`src/rtl/imem_boot_sequencer.sv`:
```
// imem_boot_sequencer: streams host instruction words into the cpu instruction
// memory through its initialize port while holding the cpu in reset. It then
// releases initialize and cpu reset together after a fixed hold period.
module imem_boot_sequencer #(
    parameter int MAX_WORDS = 64,  // instruction-memory depth in words, power of 2, >= 2
    parameter int HOLD_CYC  = 4    // cycles initialize/cpu_rst stay high after the final write, >= 1
) (
    input  logic                         clk,
    input  logic                         rst,
    input  logic                         start,
    input  logic                         in_valid,
    input  logic [31:0]                  in_data,
    input  logic                         in_last,
    output logic                         in_ready,
    output logic                         initialize,
    output logic [31:0]                  instruction_initialize_address,
    output logic [31:0]                  instruction_initialize_data,
    output logic                         cpu_rst,
    output logic                         busy,
    output logic [$clog2(MAX_WORDS):0]   word_count,
    output logic                         overflow
);

    localparam int CW = $clog2(MAX_WORDS) + 1;
    localparam int HW = $clog2(HOLD_CYC + 1);

    typedef enum logic [1:0] {
        S_IDLE,
        S_LOAD,
        S_HOLD,
        S_RUN
    } state_e;

    state_e          state_q, state_d;
    logic [CW-1:0]   count_q, count_d;
    logic            ovf_q, ovf_d;
    logic [31:0]     addr_q, addr_d;
    logic [31:0]     data_q, data_d;
    logic [HW-1:0]   hold_q, hold_d;
    logic            init_q, init_d;
    logic            xfer;

    // Readiness depends on state only, so the host never sees a combinational path from valid.
    assign in_ready = (state_q == S_LOAD);
    assign xfer     = in_ready & in_valid;

    // Next-state, write-port and bookkeeping logic for the load sequence.
    always_comb begin
        // NOTE: every variable gets a default first, so no path through the case leaves a latch.
        state_d = state_q;
        count_d = count_q;
        ovf_d   = ovf_q;
        addr_d  = addr_q;
        data_d  = data_q;
        hold_d  = '0;
        case (state_q)
            S_IDLE, S_RUN: begin
                if (start) begin
                    state_d = S_LOAD;
                    count_d = '0;
                    ovf_d   = 1'b0;
                end
            end
            S_LOAD: begin
                if (xfer) begin
                    data_d  = in_data;
                    addr_d  = {30'(count_q), 2'b00};
                    count_d = count_q + CW'(1);
                    if (in_last) begin
                        state_d = S_HOLD;
                    end else if (count_q == CW'(MAX_WORDS - 1)) begin
                        // Memory is full and the host has not ended the program.
                        ovf_d   = 1'b1;
                        state_d = S_HOLD;
                    end
                end
            end
            S_HOLD: begin
                hold_d = hold_q + HW'(1);
                if (hold_q == HW'(HOLD_CYC - 1)) begin
                    state_d = S_RUN;
                end
            end
            default: state_d = S_IDLE;
        endcase
        // One registered bit drives both initialize and cpu_rst, so they cannot differ.
        init_d = (state_d != S_RUN);
    end

    // State and output registers. Reset is synchronous and aborts any load in progress.
    always_ff @(posedge clk) begin
        if (rst) begin
            state_q <= S_IDLE;
            count_q <= '0;
            ovf_q   <= 1'b0;
            addr_q  <= '0;
            data_q  <= '0;
            hold_q  <= '0;
            init_q  <= 1'b1;
        end else begin
            // NOTE: non-blocking assignments, so every flop samples the pre-edge values of the others.
            state_q <= state_d;
            count_q <= count_d;
            ovf_q   <= ovf_d;
            addr_q  <= addr_d;
            data_q  <= data_d;
            hold_q  <= hold_d;
            init_q  <= init_d;
        end
    end

    assign initialize                     = init_q;
    assign cpu_rst                        = init_q;
    assign instruction_initialize_address = addr_q;
    assign instruction_initialize_data    = data_q;
    assign busy                           = (state_q == S_LOAD) || (state_q == S_HOLD);
    assign word_count                     = count_q;
    assign overflow                       = ovf_q;

endmodule

```
`config.mk`:
```
export PLATFORM = sky130hd
export DESIGN_NAME = imem_boot_sequencer
export DESIGN_NICKNAME = d
export VERILOG_FILES = /design/src/rtl/imem_boot_sequencer.sv
export SDC_FILE = /design/constraint.sdc
export NUM_CORES = 1
export LEC_CHECK = 0
export BUFFER_PORTS_ARGS = -buffer_cell sky130_fd_sc_hd__buf_2
export CAP_MARGIN = 15
export CORE_ASPECT_RATIO = 0.6
export CORE_MARGIN = 5
export CORE_UTILIZATION = 41
export CTS_CLUSTER_SIZE = 25
export DETAILED_ROUTE_END_ITERATION = 7
export GPL_ROUTABILITY_DRIVEN = 1
export GPL_TIMING_DRIVEN = 1
export PLACE_DENSITY = 0.75
export SLEW_MARGIN = 20
export SYNTH_ARGS = -nofsm -noshare
export SYNTH_HDL_FRONTEND = slang
export SYNTH_SLANG_ARGS = --single-unit
```
`constraint.sdc`:
```
create_clock -name clk -period 1.7 [get_ports clk]
set_input_delay 0.17 -clock clk [delete_from_list [all_inputs] [get_ports clk]]
set_output_delay 0.17 -clock clk [all_outputs]
set_load 0.005 [all_outputs]
```
; ---- Word level (Yosys, flattened, before mapping)
; Index checks and enable logic that the tools add are counted.
[word_totals]
regBits = 53
in_bits = 37
[classes]
eq_ne = 10
n_bitwise = 2
n_reduce_logical = 8
addsub = 2
n_mux = 14
[ops]
columns = cell, count
row1 = 7-bit 2-to-1 mux, 2
row2 = 7-bit one-hot mux with 2 select lines, 1
row3 = 2-bit 2-to-1 mux, 5
row4 = 7-bit by 1-bit adder with 7-bit output (second input constant), 1
row5 = 7-bit by 6-bit == test with 1-bit output (second input constant), 1
row6 = 2-bit != test (second input constant), 3
row7 = 2-bit one-hot mux with 3 select lines, 1
row8 = 5-bit AND reduction, 1
row9 = 2-bit == test (second input constant), 2
row10 = 1-bit 2-to-1 mux, 4
row11 = 2-bit by 1-bit != test with 1-bit output (second input constant), 2
row12 = 2-bit OR reduction, 2
row13 = 3-bit by 1-bit adder with 3-bit output (second input constant), 1
row14 = 3-bit by 2-bit == test with 1-bit output (second input constant), 1
row15 = 3-bit AND reduction, 1
row16 = 2-bit by 1-bit == test with 1-bit output (second input constant), 1
row17 = 2-bit zero test, 1
row18 = 1-bit one-hot mux with 2 select lines, 1
row19 = 2-bit AND reduction, 1
row20 = 2-bit nonzero test, 1
row21 = 1-bit AND, 1
row22 = 1-bit logical OR, 1
row23 = 1-bit inverter, 1

; ---- Depth between registers and ports, before layout
; Gate-level depths: netlist (run 1).
[depth]
word_depth = 6
depth_mapped = 8
mapped_depth_nobuf = 6

; ---- Least setup slack after synthesis (run 1)
; OpenSTA, ideal clock, no wires.
[synth_timing]
kind = reg-to-reg
from = reg state_q[0]
to = reg state_q[1]
arrival_time_ns = 1.643
path_buffers = 1
stages_incl_launch_ff = 8
setup_ns = 0.115
required_time_ns = 1.585
path_slack_ns = -0.058
path_cell_list = dfxtp_1 > inv_1 > ha_1 > nor2b_1 > clkbuf_1 > a21o_1 > a221o_1 > and2_1
[synth_via]
elab_chain_cells = 4
[synth_lines]
columns = element, line
row1 = from (decl), 34  ; state_e state_q, state_d;
row2 = from (signal assigned), 102  ; state_q <= state_d;
row3 = 2-bit by 1-bit == test with 1-bit output, "44, 56"
row4 = 1-bit AND, 45  ; assign xfer = in_ready & in_valid;
row5 = 2-bit 2-to-1 mux, 65  ; if (xfer) begin
row6 = 2-bit one-hot mux with 3 select lines (*), 56  ; case (state_q)
; Every way passes the cells marked *; elsewhere a longest branch is shown, timed or not.
; A chain may end at the register's enable or synchronous reset.

; ---- Worst setup path after layout (run 1)
[layout_timing]
from = reg state_q[0]
to = reg ovf_q, in the netlist overflow
[layout_via]
elab_chain_cells = 4
[layout_lines]
columns = element, line
row1 = "2-bit by 1-bit == test with 1-bit output, or another cell as far along", "44, 56"
row2 = 1-bit AND / 2-bit OR reduction (equally long branches), "45, 56"
row3 = "2-bit by 1-bit != test with 1-bit output (no source line), or another cell as far along", -
row4 = 5-bit AND reduction (no source line), -
row5 = to (signal assigned), 104  ; ovf_q <= ovf_d;
row6 = to (decl), 36  ; logic ovf_q, ovf_d;
; Several ways; a longest one is shown, not always the timed one.

==> metrics list, run 1 <==
- Outcome: finished, final reports clean
- Across the run, the number of max-cap violations was 0.
- Area after detailed placement: ~0.0027 sq mm
- Counting both buffers and inverters, the worst setup path holds a total of 1.
- Via/cell ratio: between 4 and 5
* Net switching component of the power: 806 uW
- Setup slack on the worst reg-to-reg path comes out at a little over 0.07 ns.
- Of the available clock period, the critical path in the final layout requires 0.958.
- Entering global routing, the biggest net connects 42 pins.
- Antenna diode count: 0
- Final weighted congestion in routability-driven placement: about 0.8
* Average footprint of a synthesized cell: ~8.1 sq um
* Number of nets with antenna violations after detailed routing: 0
- Cell area after synthesis: 0.00224 sq mm
- In the final layout, the share of cells above drive strength 1 is 0.311.
- The HPWL after detailed placement is between 4 and 5 mm.
- Static timing analysis puts the maximum clock frequency at a little over 600 MHz.
- At the later pin of the worst-skew pair, clock insertion delay measures between 0.2 and 0.3 ns.
- The first TritonRoute pass finished after 6 iterations.
* I/O Buffers: 87
- Remaining routing DRC violations: 0
- Predominant post-synthesis flop cell: dfxtp_1
- On the final layout, the worst clock skew is between 0.006 and 0.007 ns.
- Of the total power, registers draw 0.476.
- The design draws ~2900 uW.
- The floorplan step defined a die boundary enclosing between 0.007 and 0.008 sq mm.
* CP max stage delay: ~0.48 ns
- In the final design database the tool counted 408 nets.
* Number of endpoints with negative hold slack in the final report: 0
- On the critical path, the stage with the largest delay is an instance of or4_1.
- STA classifies the critical path endpoint as a flip-flop.
* Worst voltage drop across the vdd grid: approximately 0.47 mV
- Total number of vias: 2,008
- The worst hold path belongs to the class in2reg.
- Counting flops with a built-in enable in the synthesized netlist gives 0.
- Combinational power share: 0.228
* Type of the worst setup path: reg2reg
- The worst hold path passes through 3 cells.
- Number of hold buffers added after cts: 0
- Summing all non-filler instances in the final layout gives an area of ~0.0028 sq mm.
- The number of max-slew violations in the final report was 0.
* Number of buffers inserted during clock tree synthesis: 5
- In this run the number of H-tree levels came out at 2.
- CTS saw 53 sinks.
- Number of cell instances on the worst register-to-register path: 6
- Placed Cells incl. Taps: 423
* Via count of the first global-routing pass: between 1,500 and 2,000
- The number of antenna violations at the first check in global routing is 0.
- Core Area: ~0.0052 sq mm
* Switching power share of the total: 0.278
- Floorplan die height: roughly 67 um
* Required time worst endpoint: slightly below 2 ns
- In the synthesized netlist the async set-or-reset flop fraction comes to 0.
- Yosys mapped the design onto 32 distinct sky130hd cell types.
- Critical Path Fanout Max: 9
- The initial utilization of the core area, before any placement, comes to 0.433.
- Number of I/O pins: 113
- Non-filler cells, final: 432
- TritonCTS clock tree: built
* DRC marker count from the first detailed-route iteration: 64
* Layout-stage area growth over the synthesis result: 26.7%
- Setup violations remaining at the end of the flow were counted as 0.
* Number of synthesis warnings: 0
* Die W: ~110 um
- The signal on the critical path passes through buf_4 -> ha_4 -> mux2_4 -> nand2_2 -> or4_1 -> a21oi_2.
- Summed over all layers, the global routing overflow is 0.
- Core Rows: 20
- Pwr per Cell Area: 1020 mW/mm^2
* Int Pwr: about 2100 uW
- In this run the number of cells on the critical path is 6.
- Leakage Power: between 0.001 and 0.0015 uW
- Crit start category: flip-flop
- In this run, synthesis produced a sequential element count of 53.
- Counting I/O delays and the setup requirement, the final critical path takes ~1.6 ns.
* Total detailed-routing wirelength: 5.44 mm
- Cell family with the largest share of critical-path delay: simple AND/OR/NAND/NOR gates
- Routed wire per std cell: approximately 13 um
* Cell count after synthesis: roughly 280
- For this run, the total global-route usage over all layers was measured as 0.153.
- After clock tree synthesis, the clock-pin slew on the worst setup and hold paths is roughly 0.09 ns.
- For this run, the register share of the synthesized area comes to 0.473.
* Worst hold slack after final layout: ~0.11 ns
- Fill cells in the final layout number 499.
- For the worst setup path, the data arrival time is 1.86 ns.
- The first global-routing pass estimated 8.78 mm of wire.
- The clock passes through at most 2 buffers.
- Setup repair after global routing could not meet its margin everywhere.
- Clock network fraction of total power: 0.296
- Root buf cell: clkbuf_8
worst paths after layout:
| check | startpoint | endpoint |
|---|---|---|
| worst min register to register | hold_q[0] | hold_q[0] |
| worst max-delay path | state_q[0] | overflow |
| worst min-delay path | in_data[10] | instruction_initialize_data[10] |
| worst max register to register | state_q[0] | overflow |
worst reg2reg max path: cells and delay by family (launching register included):
family	cells	cell delay (ns)
AND/OR/NAND/NOR	2	0.54
flip-flops	1	0.37
multiplexers	1	0.22
adder cells (fa/ha/maj)	1	0.19
buffers and inverters	1	0.14
AO/OA/AOI/OAI	1	0.12
repair_timing:
item	4_1_cts	5_1_grt
setup endpoints to repair	9	8
pin swaps	0	2
resized for setup	5	5
cloned	0	0
setup buffers	0	1
registers in the layout, indices dropped and copies added, names as in the netlist:
signal,cells
instruction_initialize_address,7
hold_q,3
overflow,1
state_q,2
cpu_rst,1
word_count,7
instruction_initialize_data,32
power groups by stage:
stage	combinational [uW]	sequential [uW]	clock, uW
global route	748	1390	947
CTS	635	1380	892
detailed placement	628	1400	0
global placement	619	1400	0
finish	661	1380	860
floorplan	426	1410	0
layer usage:
metal  track usage  part of all wire  vias to the layer above
met3        0.0630              0.10                        4
met4        0.0344            0.0070                        0
li1              -                 -                     1024
met1         0.199              0.47                      902
met2         0.239              0.43                       78
met5             0                 0                        -
cells in the mapped netlist (2+ instances only):
master / number / area [sq um]
o21ai_0: 2 / 10.0
nor4b_1: 3 / 26.3
inv_1: 7 / 26.3
buf_2: 2 / 10.0
nor2b_1: 2 / 12.5
nor2_1: 9 / 33.8
xnor2_1: 3 / 26.3
nand3_1: 4 / 20.0
a221o_1: 2 / 20.0
nor3_1: 2 / 10.0
ha_1: 6 / 75.1
buf_4: 26 / 195
clkbuf_1: 12 / 45.0
dfxtp_1: 53 / 1060
and3_1: 2 / 12.5
a21oi_1: 42 / 210
and2_1: 2 / 12.5
nand2_1: 85 / 319
through the flow:
step / setup WS [ns] / util / TNS [ns]
finish: 0.0722 / 0.548 / 0
global route: -0.0195 / 0.548 / -0.0195
CTS: 0.0161 / 0.543 / 0
global placement: -0.0224 / 0.517 / -0.0717
detailed placement: -0.191 / 0.517 / -0.807
floorplan: 0.0122 / - / 0
final cells by class:
class | count | area, sq um | share of cell area
sequential | 53 | 1070 | 0.375
clock buffer | 7 | 86.3 | 0.0304
inverter | 7 | 26.3 | 0.00925
multi-input combinational | 201 | 1030 | 0.361
tap | 66 | 82.6 | 0.0291
timing repair buffer | 97 | 523 | 0.184
clock inverter | 1 | 30.0 | 0.0106
layout by cell type, fill, tap and decap left out, types with 2 or more instances in the layout:
| cell | n |
|---|---|
| conb_1 | 25 |
| buf_2 | 87 |
| ha_4 | 2 |
| nor3_1 | 2 |
| o21ai_0 | 2 |
| nor4b_1 | 3 |
| and2_1 | 2 |
| inv_1 | 6 |
| a221o_1 | 2 |
| nor2_1 | 9 |
| a21oi_1 | 41 |
| nand2_1 | 85 |
| xnor2_1 | 3 |
| and3_1 | 2 |
| ha_1 | 4 |
| clkbuf_8 | 6 |
| dfxtp_1 | 51 |
| buf_4 | 9 |
| nand3_1 | 4 |
cell families (layout without fill, tap and decap cells):
logic type               count (synthesis)  after routing  synth area share
flip-flops                              53             53             0.473
adder cells (fa/ha/maj)                  6              6            0.0335
AO/OA/AOI/OAI                           51             51             0.125
other                                    1             25           0.00167
AND/OR/NAND/NOR                        113            113             0.211
XOR/XNOR                                 4              4            0.0156
buffers and inverters                   48            112             0.128
multiplexers                             2              2            0.0112
(Power assumes the default switching activity.)
==> run 2, diff against run 1 <==
--- a/config.mk
+++ b/config.mk
@@ -15,6 +15,7 @@
 export GPL_ROUTABILITY_DRIVEN = 1
 export GPL_TIMING_DRIVEN = 1
 export PLACE_DENSITY = 0.75
+export SETUP_SLACK_MARGIN = 0.1
 export SLEW_MARGIN = 20
 export SYNTH_ARGS = -nofsm -noshare
 export SYNTH_HDL_FRONTEND = slang
==> metrics list, run 2 (synthesis gave the netlist of run 1 again) <==
- RSZ-0062 raised after global routing: yes
- Worst hold slack after final layout: just over 0.09 ns
* Insertion delay to the later sink of the worst-skew pair: 0.30 ns
- Non-filler cells, final: about 440
- Number of nets with antenna violations after detailed routing: 0
- Fraction of layout instances using a drive strength above 1: 0.332
- Die area: 0.00709 sq mm
- Core Area: 0.00518 sq mm
- Post-route minimum period: around 1.6 ns
- Across the run, the number of max-cap violations was 0.
* Post-DP HPWL: 4.17 mm
- In this run the tightest slew margin relative to its limit is 0.640.
- For this design, the sink count on the clock tree is 53.
- Broken down by cell family, the worst path's largest delay share belongs to compound AO/OA/AOI/OAI gates.
- Final weighted congestion in routability-driven placement: slightly above 0.8
* Post-route design area: around 0.0029 sq mm
* Combined buffer and inverter count along the critical path: 3
- Die W: 105 um
- Measured in cells, the most critical reg-to-reg path has a length of 7.
* Total power after layout: ~3000 uW
* Worst path slowest cell: dfxtp_4
* Number of buffers inserted during clock tree synthesis: 5
* Remaining routing DRC violations: 0
- Floorplan die height: 67.3 um
* Number of I/O pins: about 110
- Via/cell ratio: ~4.7
- Core Rows: 20
- DRC marker count from the first detailed-route iteration: between 70 and 80
* I/O Buffers: 87
- Setup violations, final: 0
* End of the worst register-to-register path: state_q[1]
- Fraction of the cycle the final worst path needs: 0.963
- Total track usage: 0.155
* First-pass iteration count of the detailed router: 4
- Root buf cell: clkbuf_8
* Number of levels the H-tree was split into: 2
- Summed over all layers, the routed wires come to roughly 5.7 mm.
* Initial antenna violation count: 0
- TritonCTS clock tree: built
- The number of global-route vias before repair is around 1,900.
- After clock tree synthesis, the flow added hold-fix buffers numbering 0.
* Register-to-register setup slack: 0.06 ns
- Reg-to-reg startpoint: state_q[0]
- Buffer levels on the longest clock path: 2
- The number of antenna diodes in the final layout is 0.
- The first global-routing pass estimated between 8 and 9 mm of wire.
- For the worst setup path, the data arrival time is approximately 1.8 ns.
- Fmax: between 600 and 700 MHz
* Critical path, cell by cell: inv_4 -> ha_4 -> buf_4 -> inv_1 -> a21o_1 -> a221o_1 -> and2_1
* Outcome: finished, final reports clean
- Detailed routing inserted a total of slightly above 2,000 vias.
* Path type of the worst min-delay path: in2reg
- Most common library cell in the layout ignoring fill and taps: buf_2
- The worst-case IR drop observed on VDD is about 0.43 mV.
* Min-Delay Path Depth: 3
- Number of nets in the finished design: around 410
- Highest-count cells in the layout ignoring fill and taps: buf_2, nand2_1, dfxtp_1
- The number of max-slew violations in the final report is 0.
* Placed Cells incl. Taps: between 400 and 500
* Worst Max-Slew Pin Slew: 0.524 ns
- For this run the aggregate overflow at the end of global routing stands at 0.
- Final setup skew: between 0.01 and 0.015 ns
- Layout-stage area growth over the synthesis result: 29.0%
- By startpoint and endpoint, the worst setup path is classified as reg2reg.
- Dividing the detail-routed wire length by the instance count gives between 10 and 15 um.
- The worst setup path is launched from a flip-flop.
* CP max stage delay: 0.39 ns
- Area after detailed placement: about 0.0027 sq mm
- Critical Path Fanout Max: 6
- Number of flip-flops in the largest register: 32
* Maximum number of pins on one net before global-route repair: 28
- The final-report hold violation count came to 0.
* Min-Delay Endpoint: instruction_initialize_data[22]
- Required time worst endpoint: around 1.9 ns
* Initial Util: 0.433
* Critical path capture point type: flip-flop
- Hold path startpoint: in_data[22]
- For this design the static power due to leakage is ~0.0013 uW.
- For this design the ratio of total power to cell area is 1020 mW/mm^2.
- Clock-pin slew was measured on the worst setup and hold paths at approximately 0.10 ns.
[run 2: final cells by class]
type                    count  area (sq um)
inverters                   7          28.8
clock buffers               6          72.6
well taps                  66          82.6
fillers                   502          2290
multi-input cells         201          1050
clock inverters             2          38.8
repair buffers            102           552
flip-flops and latches     53          1070
[run 2: worst reg2reg max path, cell delays in order (launching register included)]
cell	delay (ns)
dfxtp_4	0.39
inv_4	0.05
ha_4	0.28
buf_4	0.11
inv_1	0.07
a21o_1	0.19
a221o_1	0.30
and2_1	0.15
[run 2: stage by stage]
step / setup TNS (ns) / util / setup WS [ns]
3_3_place_gp: 0 / 0.517 / 0.0708
5_1_grt: -0.0666 / 0.558 / -0.0263
3_5_place_dp: 0 / 0.517 / 0.0100
2_1_floorplan: 0 / - / 0.106
6_report: 0 / 0.558 / 0.0632
4_1_cts: 0 / 0.546 / 0.0936
[run 2: worst max-delay path by stage]
| stage | startpoint | end | slack, ns | cells past startpoint |
|---|---|---|---|---|
| after floorplan | state_q[0] | state_q[1] | 0.11 | 7 |
| after global placement | state_q[0] | word_count[6] | 0.07 | 6 |
| after detailed placement | state_q[0] | word_count[6] | 0.01 | 6 |
| after CTS | state_q[0] | overflow | 0.09 | 6 |
| after global routing | state_q[1] | cpu_rst | -0.03 | 6 |
| final | state_q[0] | state_q[1] | 0.06 | 7 |
[run 2: metal layers]
metal  track usage  wire length (um)  vias up
met2         0.243              2570       88
met1         0.201              2520      940
met5             0                 0        -
li1              -                 -     1033
met3        0.0688               628        4
met4        0.0295                29        0
[run 2: power breakdown]
group          internal (uW)  total, uW  switching [uW]
logic                    324        734             411
registers               1330       1380            52.0
clock network            442        840             398
total                   2100       2960             861
[run 2: timing repair]
item	CTS	global route
setup buffers	2	3
pin swaps	2	3
endpoints found under the setup margin	23	24
gates resized for setup	6	8
